===== config.mk =====
export PLATFORM = sky130hd
export DESIGN_NAME = system_nios2_qsys_0_div_cell
export DESIGN_NICKNAME = d
export VERILOG_FILES = /design/src/rtl/system_nios2_qsys_0_div_cell_pkg.sv /design/src/rtl/system_nios2_qsys_0_div_step.sv /design/src/rtl/system_nios2_qsys_0_div_cell.sv
export SDC_FILE = /design/constraint.sdc
export NUM_CORES = 1
export LEC_CHECK = 0
export ABC_AREA = 1
export CAP_MARGIN = 25
export CORE_MARGIN = 5
export CORE_UTILIZATION = 30
export CTS_CLUSTER_DIAMETER = 100
export CTS_CLUSTER_SIZE = 16
export DETAILED_ROUTE_END_ITERATION = 10
export DONT_BUFFER_PORTS = 1
export PLACE_DENSITY = 0.5
export REMOVE_ABC_BUFFERS = 1
export SLEW_MARGIN = 20
export SYNTH_ARGS = -nofsm -noshare
export SYNTH_HDL_FRONTEND = slang
export SYNTH_SLANG_ARGS = --single-unit

===== constraint.sdc =====
create_clock -name clk -period 2.4 [get_ports clk]
set_input_delay 0.36 -clock clk [delete_from_list [all_inputs] [get_ports clk]]
set_output_delay 0.36 -clock clk [all_outputs]
set_load 0.01 [all_outputs]

===== src/rtl/system_nios2_qsys_0_div_cell_pkg.sv =====
// Shared types and helpers for the M-stage iterative divider.
// The sign helpers are sized to the default datapath width.
package system_nios2_qsys_0_div_cell_pkg;

  localparam int DIV_DATA_WIDTH = 32;
  localparam int DIV_LATENCY    = DIV_DATA_WIDTH + 1;

  localparam logic [DIV_DATA_WIDTH-1:0] DIV0_QUOTIENT = '1;

  typedef enum logic [1:0] {
    IDLE = 2'd0,
    RUN  = 2'd1,
    FIX  = 2'd2
  } div_state_e;

  function automatic logic [DIV_DATA_WIDTH-1:0] div_neg(input logic [DIV_DATA_WIDTH-1:0] v);
    return ~v + 1'b1;
  endfunction

  // 0x80000000 maps to itself, which is the correct unsigned magnitude.
  function automatic logic [DIV_DATA_WIDTH-1:0] div_abs(input logic [DIV_DATA_WIDTH-1:0] v,
                                                        input logic                      is_signed);
    return (is_signed && v[DIV_DATA_WIDTH-1]) ? div_neg(v) : v;
  endfunction

endpackage


===== src/rtl/system_nios2_qsys_0_div_step.sv =====
// One restoring-division step: shift in the next dividend bit and
// subtract the divisor if that does not borrow.
module system_nios2_qsys_0_div_step #(
  parameter int DATA_WIDTH = 32
) (
  input  logic [DATA_WIDTH:0]   rem,
  input  logic                  dvd_msb,
  input  logic [DATA_WIDTH-1:0] divisor,
  output logic [DATA_WIDTH:0]   rem_next,
  output logic                  q_bit
);

  logic [DATA_WIDTH+1:0] shifted;
  logic [DATA_WIDTH+1:0] trial;

  assign shifted  = {rem, dvd_msb};
  assign trial    = shifted - {2'b00, divisor};
  // Top bit of the trial difference is the borrow.
  assign q_bit    = ~trial[DATA_WIDTH+1];
  assign rem_next = q_bit ? trial[DATA_WIDTH:0] : shifted[DATA_WIDTH:0];

endmodule


===== src/rtl/system_nios2_qsys_0_div_cell.sv =====
// Iterative radix-2 restoring divider for div/divu at the M stage:
// one quotient bit per clock, signs applied in a final FIX cycle.
module system_nios2_qsys_0_div_cell
  import system_nios2_qsys_0_div_cell_pkg::*;
#(
  parameter int DATA_WIDTH = DIV_DATA_WIDTH,
  parameter int CNT_WIDTH  = 6
) (
  input  logic                  clk,
  input  logic                  reset_n,
  input  logic [DATA_WIDTH-1:0] M_div_src1,
  input  logic [DATA_WIDTH-1:0] M_div_src2,
  input  logic                  M_div_signed,
  input  logic                  M_div_start,
  input  logic                  M_div_abort,
  output logic                  M_div_busy,
  output logic                  M_div_done,
  output logic [DATA_WIDTH-1:0] M_div_cell_result,
  output logic [DATA_WIDTH-1:0] M_div_cell_rem
);

  localparam logic [CNT_WIDTH-1:0] LAST_CNT = CNT_WIDTH'(DATA_WIDTH - 1);

  div_state_e            state, state_nxt;
  logic [CNT_WIDTH-1:0]  cnt;
  logic [DATA_WIDTH:0]   rem_q, rem_step;
  logic [DATA_WIDTH-1:0] dvd_q, divisor_q;
  logic                  q_neg, r_neg, div0;
  logic                  q_bit;
  logic [DATA_WIDTH-1:0] result_q, rem_out_q;
  logic [DATA_WIDTH-1:0] fix_q, fix_r;
  logic                  start_ok;

  system_nios2_qsys_0_div_step #(.DATA_WIDTH(DATA_WIDTH)) u_step (
    .rem      (rem_q),
    .dvd_msb  (dvd_q[DATA_WIDTH-1]),
    .divisor  (divisor_q),
    .rem_next (rem_step),
    .q_bit    (q_bit)
  );

  assign start_ok = M_div_start & ~M_div_abort;

  // dvd_q shifts out dividend bits and shifts in quotient bits, so it
  // holds the quotient magnitude once RUN completes. A zero divisor
  // leaves the dividend magnitude as remainder, which re-signs back to src1.
  assign fix_q = div0  ? DIV0_QUOTIENT
               : q_neg ? div_neg(dvd_q) : dvd_q;
  assign fix_r = r_neg ? div_neg(rem_q[DATA_WIDTH-1:0]) : rem_q[DATA_WIDTH-1:0];

  always_comb begin
    state_nxt = state;
    case (state)
      IDLE:    if (start_ok) state_nxt = RUN;
      RUN:     if (M_div_abort) state_nxt = IDLE;
               else if (cnt == LAST_CNT) state_nxt = FIX;
      FIX:     state_nxt = IDLE;
      default: state_nxt = IDLE;
    endcase
  end

  assign M_div_busy        = (state == RUN);
  assign M_div_done        = (state == FIX) & ~M_div_abort;
  // Results are visible in the done cycle and held in registers after.
  assign M_div_cell_result = M_div_done ? fix_q : result_q;
  assign M_div_cell_rem    = M_div_done ? fix_r : rem_out_q;

  always_ff @(posedge clk or negedge reset_n) begin
    if (!reset_n) begin
      state     <= IDLE;
      cnt       <= '0;
      rem_q     <= '0;
      dvd_q     <= '0;
      divisor_q <= '0;
      q_neg     <= 1'b0;
      r_neg     <= 1'b0;
      div0      <= 1'b0;
      result_q  <= '0;
      rem_out_q <= '0;
    end else begin
      state <= state_nxt;
      case (state)
        IDLE: if (start_ok) begin
          dvd_q     <= div_abs(M_div_src1, M_div_signed);
          divisor_q <= div_abs(M_div_src2, M_div_signed);
          q_neg     <= M_div_signed & (M_div_src1[DATA_WIDTH-1] ^ M_div_src2[DATA_WIDTH-1]);
          r_neg     <= M_div_signed & M_div_src1[DATA_WIDTH-1];
          div0      <= (M_div_src2 == '0);
          rem_q     <= '0;
          cnt       <= '0;
        end
        RUN: begin
          rem_q <= rem_step;
          dvd_q <= {dvd_q[DATA_WIDTH-2:0], q_bit};
          cnt   <= cnt + CNT_WIDTH'(1);
        end
        FIX: if (M_div_done) begin
          result_q  <= fix_q;
          rem_out_q <= fix_r;
        end
        default: ;
      endcase
    end
  end

endmodule


==> out/metrics.cfg, run 1 <==
[drt]
drtIter0Drc=884
vias=13920
drc=0
wl_um=49820
wl_per_cell_um=17.65
post_drt_via_cell_ratio=4.932
drt_first_pass_iters=5
postRouteAntennaNets=0

[placed_design]
pre_cts_slack_ps=-79.43
gp_congestion=0.9017
dp_cells=2735
place_hpwl_um=37080
port_buffers=0
place_area_um2=15410

[power_and_ir_drop]
irDropWorstVdd_v=0.0005307
share_comb_of_total_power_pct=64.3
p_int_mw=10.66
netSwitchingFraction_pct=48.55
fin_total_pwr_mw=20.72
p_per_area_nw_per_um2=1147
clockPowerShare_pct=14.9
leakage_nw=8.871
sequentialPowerShare_pct=20.8
power_switching_mw=10.06

[sta]
hold_viol=172
finalSetupViolations=51
timing.fmax_mhz=360.5
worst_slack_ps=-373.8
rsz0062_at_grt=yes
post-route-min-period_ps=2774
relSlewSlack_pct=41.36
fin_crit_sh_pct=115.6
holdWs_ps=-404.8
fin_setup_tns_ps=-10830
drv_slew=0
fin_skew_ps=13.25
tightest_slew_ps=878.6

[logic_synthesis]
synth-compound-area-share_pct=12.45
synth_edf_count=0
synth_top_family_by_area=simple AND/OR/NAND/NOR gates
synth_ff_type=dfrtp_1
ys_seq_area_share_pct=31.25
synth.ff_latch_count=172
ys_async_sr_fraction_pct=100.0
syn_inst=2059
synth-simple-area-share_pct=36.30
yosys_warnings=0
synth.area.mux_share_pct=0
synth_area_um2=13770
syn_area_per_cell_um2=6.690
synth_cell_types=54
synth_xor_area_share_pct=5.087
synth_fa_ha_area_share_pct=3.506

[layout]
layout_commonest_cell=nand2_1
fin_nets=2318
areaGrowthSynthToFinish_pct=31.10
seq_area_um2=4324
multi_input_area_um2=9273
fin_cells=2823
antennaDiodeCount=0
final_layout_size_suffix_gt1_share_pct=27.40
layout_common_cells=nand2_1 (538), inv_1 (272), buf_4 (161)
fill_cells=4710
design_area_um2=18060

[cts]
hold_buffers=2
clock_latency_ps=480
cts.clk_slew.worst_paths_ps=70
cts_buffers=17
cts.sinks=172
ctsHtreeMaxLevel=4
clockBufferDepth=2
clock-root-buffer=clkbuf_16
cts_tree=built

[floorplan]
fp.dieW_um=224.3
start_util_pct=30.35
rows=78
fp.dieArea_um2=50300
pin_count=135
core_um2=45380
die_y_um=224.3

[critical_path]
worst_setup_path_end_kind=output port
critPathArrivalTime_ps=2410
cp_max_fo=3
crit_type=reg -> out
critPathMaxStageDelay_ps=390
cp-start-kind=flop
path_cells=inv_2, ha_4, inv_2, nor3_4, nand2_2, nor2_4, inv_2, nor2_4, nand2_2, nand2_2, o211ai_1, nand3_1, o21ai_2, inv_1
required_ps=2040
slowest_stage=dfrtp_1

[status]
violations=hold timing, setup timing
outcome=complete, but fails checks

[grt]
grt_overflow=0
grt_max_degree=173
grt_usage_pct=18.92
antenna_found_initial=0
grt_pass1_wl_um=75060
grt_pass1_vias=13270

[worst_hold_path]
hold_class=in -> async

[flow_run]
maxCapViolations=0

## cells in the mapped netlist (9+ instances only)
cell	n	area share, %
nand3_2	33	2.4
o21ai_1	9	0.33
nand2_1	593	16
o32a_1	10	0.73
xnor2_1	21	1.3
buf_6	10	0.82
o21bai_1	11	0.60
a21oi_1	60	2.2
xor2_1	59	3.8
buf_2	14	0.51
o31ai_1	12	0.65
or2_2	9	0.41
inv_2	17	0.46
clkbuf_1	31	0.84
ha_1	37	3.4
nor3_1	34	1.2
nand4_1	19	0.86
inv_1	304	8.3
nor2_2	13	0.59
o21ai_0	104	3.8
o22ai_1	17	0.77
nand3b_1	16	0.87
nor2_1	157	4.3
buf_1	11	0.30
nand3_1	181	6.6
o221ai_1	22	1.4
dfrtp_1	172	31
## flip-flops by register name, summed over array words and instances, names as in the netlist
register	flops
dvd_q	32
result_q	32
divisor_q	32
q_neg	1
state	2
rem_out_q	32
r_neg	1
cnt	6
div0	1
rem_q	33
## logic make-up (layout without fill, tap and decap cells)
family          count (synthesis)  count (layout)
xor+xnor                       80              80
flops                         172             172
buf+inv                       391             555
simple gates                 1100            1100
fa+ha+maj                      38              38
compound gates                278             278
## through the flow
step / utilization, % / hold slack [ps]
6_report: 39.79 / -404.8
5_1_grt: 39.79 / -439.4
4_1_cts: 37.25 / -445.9
3_5_place_dp: 33.95 / 86.12
3_3_place_gp: 33.95 / 85.08
2_1_floorplan: - / 64.41
## metal layers
layer | share of wire [%] | GRT usage (%)
met2 | 45 | 29.45
met4 | 1.7 | 3.693
met5 | 0 | 0
met3 | 6.1 | 5.560
met1 | 47 | 26.43
## worst max-delay path, delay by kind of cell, from the launching register on
kind / cells / cell delay, ps
buf+inv: 4 / 290
fa+ha+maj: 1 / 130
compound gates: 2 / 170
flops: 1 / 390
simple gates: 7 / 940
## area by class of cell
type	count	share of cell area (%)
clock buffer	19	2.397
multi-input combinational	1496	51.35
tap	600	4.157
clock inverter	12	1.025
sequential	172	23.95
timing repair inverter	2	0.06929
timing repair buffer	200	10.13
inverter	322	6.929
## path summary, 6_finish.rpt
check | from | cells after the start | to | slack (ps)
min in group clk | M_div_src1[25] | 3 | dvd_q[25] | 50
hold / removal | reset_n | 0 | divisor_q[0] | -400
setup reg to reg | rem_q[1] | 15 | rem_q[0] | 60
max in group asynchronous | reset_n | 0 | state[1] | 2430
hold reg to reg | rem_out_q[0] | 2 | rem_out_q[0] | 480
setup / recovery | dvd_q[0] | 14 | M_div_cell_result[22] | -370
## power by group through the flow
stage,clock [mW],sequential (mW),combinational [mW]
finish,3.08,4.31,13.3
CTS,3.17,4.22,11.8
global route,3.29,4.38,14.6
global placement,0,4.25,10.9
floorplan,0,4.08,7.10
detailed placement,0,4.27,10.9
## repair_timing
action | CTS | global route
resized for setup | 191 | 211
hold endpoints to repair | 174 | 172
cloned | 2 | 5
buffers inserted | 24 | 25
setup endpoints to repair | 61 | 98
pin swaps | 55 | 90
No activity file was read; power rests on OpenSTA's default activity.
==> run 2: changes to the inputs <==
--- a/config.mk
+++ b/config.mk
@@ -13,6 +13,7 @@
 export CTS_CLUSTER_SIZE = 16
 export DETAILED_ROUTE_END_ITERATION = 10
 export DONT_BUFFER_PORTS = 1
+export HOLD_SLACK_MARGIN = 0.06
 export PLACE_DENSITY = 0.5
 export REMOVE_ABC_BUFFERS = 1
 export SLEW_MARGIN = 20
==> out/metrics.cfg, run 2 (synthesized netlist as in run 1, its figures left out) <==
[floorplan]
fp.dieW_um=224.3
rows=78
start_util_pct=30.35
pin_count=135
core_um2=45380
die_y_um=224.3
fp.dieArea_um2=50300

[critical_path]
slowest_stage=dfrtp_1
cp-start-kind=flop
critPathMaxStageDelay_ps=390
crit_top_cell=inv_2
worst_setup_path_end_kind=output port
cp_max_fo=4
r2r-start=rem_q[1]
path_cells=inv_2, ha_4, inv_2, nor3_4, nand2_2, nor2_4, inv_2, nor2_4, nand3_4, o211ai_1, nand3_1, nand2_1, inv_2
required_ps=2040
critPathArrivalTime_ps=2430
crit_start=dvd_q[0]
crit_type=reg -> out

[layout]
fin_nets=2336
fill_cells=4703
antennaDiodeCount=0
areaGrowthSynthToFinish_pct=31.72
top_register=rem_q
fin_cells=2841
layout_common_cells=nand2_1 (538), inv_1 (272), buf_4 (163)
largest_reg_flops=33
seq_area_um2=4323
final_layout_size_suffix_gt1_share_pct=26.42
fin_util_pct=39.98
multi_input_area_um2=9195
design_area_um2=18140
layout_commonest_cell=nand2_1

[placed_design]
gp_congestion=0.9017
place_area_um2=15410
dp_cells=2735
pre_cts_slack_ps=-79.43
port_buffers=0
place_hpwl_um=37080

[drt]
postRouteAntennaNets=0
wl_per_cell_um=17.66
drc=0
drt_first_pass_iters=5
vias=14090
post_drt_via_cell_ratio=4.960
drtIter0Drc=933
wl_um=50180

[flow_run]
maxCapViolations=0

[cts]
cts_tree=built
clock-root-buffer=clkbuf_16
ctsHtreeMaxLevel=4
cts_buffers=17
cts.sinks=172
clockBufferDepth=2
clock_latency_ps=490
hold_buffers=21
cts.clk_slew.worst_paths_ps=70

[sta]
timing.fmax_mhz=358.4
tightest_slew_ps=887.0
worst_slack_ps=-390.0
holdWs_ps=-408.3
post-route-min-period_ps=2790
fin_setup_tns_ps=-11030
rsz0062_at_grt=yes
fin_crit_sh_pct=116.3
drv_slew=0
hold_viol=172
fin_skew_ps=14.59
finalSetupViolations=51
relSlewSlack_pct=40.80

[power_and_ir_drop]
p_int_mw=10.64
leakage_nw=8.933
power_switching_mw=10.03
p_per_area_nw_per_um2=1139
fin_total_pwr_mw=20.66
sequentialPowerShare_pct=20.8
share_comb_of_total_power_pct=64.3
clockPowerShare_pct=14.9
irDropWorstVdd_v=0.0005123
netSwitchingFraction_pct=48.53

[worst_hold_path]
hold_class=in -> async

[grt]
grt_overflow=0
antenna_found_initial=0
grt_max_degree=173
grt_pass1_wl_um=75980
grt_pass1_vias=13430
grt_usage_pct=19.16

[status]
outcome=complete, but fails checks
violations=hold timing, setup timing

## run 2: cell types whose count changed in the layout (fill, tap and decap cells not counted), sizes merged
cell         delta
buf             -1
dlygate4sd3    +19
## run 2: repair_timing
item / CTS / global route
setup endpoints to repair: 61 / 98
pin swaps: 55 / 81
buffers inserted: 24 / 24
gates cloned: 2 / 5
resized for setup: 191 / 188
hold endpoints to repair: 193 / 172
## run 2: area by class of cell
class	instances	area share, %
Tap cell	600	4.138
Clock buffer	19	2.386
Timing Repair Buffer	218	11.03
Timing Repair inverter	2	0.06896
Multi-Input combinational cell	1496	50.68
Clock inverter	12	1.021
Sequential cell	172	23.83
Inverter	322	6.855
## run 2: worst paths after layout
check	end	slack [ps]	cells after the start
max in group asynchronous	state[1]	2400	0
max	M_div_cell_result[24]	-390	13
max reg2reg	rem_q[2]	70	15
min reg2reg	rem_out_q[0]	480	2
min in group clk	divisor_q[4]	90	2
min	divisor_q[0]	-410	0
## run 2: routing by layer
| metal | global-route usage, % | share of wire [%] | up-vias |
|---|---|---|---|
| met2 | 29.71 | 44 | 353 |
| met3 | 5.234 | 6.1 | 64 |
| met4 | 4.203 | 2.2 | 0 |
| met5 | 0 | 0 | - |
| met1 | 26.91 | 47 | 6692 |
| li1 | - | - | 6981 |
## run 2: critical path: cells and delay by family (launching register included)
family	cells	cell delay [ps]
fa+ha+maj	1	130
buf+inv	4	260
flops	1	390
compound gates	1	180
simple gates	7	980
## run 2: power groups by stage
stage / clock [mW] / sequential [mW] / combinational (mW)
6_report: 3.08 / 4.29 / 13.3
5_1_grt: 3.29 / 4.36 / 14.6
4_1_cts: 3.17 / 4.22 / 11.9
3_5_place_dp: 0 / 4.27 / 10.9
3_3_place_gp: 0 / 4.25 / 10.9
2_1_floorplan: 0 / 4.08 / 7.10
==> run 3: changes to the inputs <==
--- a/config.mk
+++ b/config.mk
@@ -13,9 +13,11 @@
 export CTS_CLUSTER_SIZE = 16
 export DETAILED_ROUTE_END_ITERATION = 10
 export DONT_BUFFER_PORTS = 1
+export GPL_ROUTABILITY_DRIVEN = 0
 export HOLD_SLACK_MARGIN = 0.06
 export PLACE_DENSITY = 0.5
 export REMOVE_ABC_BUFFERS = 1
+export SETUP_SLACK_MARGIN = 0.4
 export SLEW_MARGIN = 20
 export SYNTH_ARGS = -nofsm -noshare
 export SYNTH_HDL_FRONTEND = slang
==> constraint.sdc (replaced) <==
create_clock -name clk -period 2.4 [get_ports clk]
set_input_delay 0.36 -clock clk [delete_from_list [all_inputs] [get_ports clk]]
set_output_delay 0.36 -clock clk [all_outputs]
set_load 0.1 [all_outputs]
==> out/metrics.cfg, run 3 (synthesized netlist as in run 1, its figures left out) <==
[floorplan]
start_util_pct=30.35
fp.dieArea_um2=50300
rows=78
pin_count=135
die_y_um=224.3
core_um2=45380
fp.dieW_um=224.3

[drt]
postRouteAntennaNets=0
drt_first_pass_iters=5
wl_per_cell_um=18.30
drc=0
drtIter0Drc=1073
post_drt_via_cell_ratio=5.002
wl_um=54720
vias=14960

[critical_path]
worst_setup_path_end_kind=output port
critPathTopFamily=simple AND/OR/NAND/NOR gates
critPathMaxStageDelay_ps=410
slowest_stage=dfrtp_1
crit_type=reg -> out
cp-start-kind=flop
critPathArrivalTime_ps=2670
path_cells=inv_2, ha_4, inv_2, nor3_4, nand2_2, nor2_4, inv_2, nor2_4, nand2_2, o211ai_1, nand3_1, o21ai_1, inv_1, buf_12
cp_max_fo=3
required_ps=2040
critPathBufInv=5
crit_top_cell=inv_2

[sta]
relSlewSlack_pct=50.18
fin_crit_sh_pct=126.1
rsz0062_at_grt=yes
tightest_slew_ps=746.5
hold_viol=172
worst_slack_ps=-626.7
finalSetupViolations=94
drv_slew=0
timing.fmax_mhz=330.4
fin_skew_ps=19.09
post-route-min-period_ps=3027
holdWs_ps=-431.8

[placed_design]
pre_cts_slack_ps=-126.4
place_hpwl_um=36540
port_buffers=0
dp_cells=2802

[grt]
grt_overflow=0
antenna_found_initial=0
grt_usage_pct=21.23
grt_pass1_wl_um=83760
grt_pass1_vias=14660
grt_max_degree=173

[layout]
layout_common_cells=nand2_1 (529), inv_1 (267), buf_4 (175)
areaGrowthSynthToFinish_pct=52.90
largest_reg_flops=33
final_layout_size_suffix_gt1_share_pct=33.18
top_register=rem_q
antennaDiodeCount=0
fin_cells=2990
fin_nets=2484
fill_cells=4465
layout_commonest_cell=nand2_1

[power_and_ir_drop]
p_per_area_nw_per_um2=1107
leakage_nw=10.17
clockPowerShare_pct=13.3
netSwitchingFraction_pct=48.81
sequentialPowerShare_pct=18.6
p_int_mw=11.93
share_comb_of_total_power_pct=68.1
irDropWorstVdd_v=0.0006977
power_switching_mw=11.38

[cts]
clockBufferDepth=2
clock_latency_ps=500
cts_tree=built
clock-root-buffer=clkbuf_16
cts.clk_slew.worst_paths_ps=70
hold_buffers=43
cts_buffers=17
cts.sinks=172
ctsHtreeMaxLevel=4

[status]
violations=hold timing, setup timing
outcome=complete, but fails checks

[worst_hold_path]
hold_class=in -> async

[flow_run]
maxCapViolations=0

[run 3: cell types whose count changed in the layout (fill, tap and decap cells not counted), moves of 10 or more]
cell,previous run,this run
buf_12,10,77
buf_16,1,16
buf_4,163,175
buf_6,17,50
dlygate4sd3_1,21,42
ha_1,20,30
nand3_1,131,91
nand3_2,64,105
o21ai_1,23,11
o21ai_4,1,11
[run 3: path summary, 6_finish.rpt]
kind / end / cells past startpoint / slack [ps] / startpoint
setup / recovery: M_div_cell_result[22] / 14 / -630 / dvd_q[0]
hold / removal: divisor_q[2] / 0 / -430 / reset_n
setup reg to reg: rem_q[16] / 19 / -120 / rem_q[0]
hold reg to reg: result_q[28] / 2 / 490 / result_q[28]
max in group asynchronous: dvd_q[6] / 0 / 2450 / reset_n
min in group clk: divisor_q[11] / 3 / 100 / M_div_src2[11]
[run 3: final cells by class]
type / count / area [µm²] / area share, %
repair inverters: 1 / 7.507 / 0.03564
clock buffers: 17 / 425.4 / 2.020
multi-input cells: 1498 / 9722 / 46.16
inverters: 322 / 1250 / 5.935
clock inverters: 15 / 200.2 / 0.9505
well taps: 600 / 750.7 / 3.564
flip-flops and latches: 172 / 4327 / 20.54
repair buffers: 365 / 4379 / 20.79
[run 3: routing by layer]
| layer | up-vias | GRT usage, % | wire [µm] |
|---|---|---|---|
| met3 | 70 | 4.946 | 3243 |
| met2 | 408 | 34.22 | 25780 |
| met5 | - | 0 | 0 |
| met1 | 7190 | 28.69 | 24470 |
| met4 | 0 | 6.011 | 1234 |
| li1 | 7289 | - | - |
[run 3: timing repair]
| action | CTS | global route |
|---|---|---|
| endpoints found under the setup margin | 112 | 120 |
| endpoints found under the hold margin | 215 | 172 |
| gates cloned | 16 | 2 |
| buffers inserted | 64 | 31 |
| resized for setup | 316 | 178 |
| pin swaps | 97 | 80 |
[run 3: metrics by stage]
step | instance area, µm² | TNS [ps] | power [mW] | util, %
floorplan | 13410 | -436800 | 11.51 | -
global placement | 16820 | -736.9 | 15.77 | 37.07
detailed placement | 16820 | -1255 | 15.90 | 37.07
CTS | 20040 | -21850 | 21.85 | 44.15
global route | 21060 | -35860 | 24.85 | 46.41
finish | 21060 | -25250 | 23.31 | 46.41
[run 3: power groups by stage]
stage	sequential, mW	clock (mW)	combinational [mW]
floorplan	4.08	0	7.43
detailed placement	4.28	0	11.6
global route	4.40	3.27	17.2
finish	4.33	3.10	15.9
global placement	4.26	0	11.5
CTS	4.25	3.16	14.4
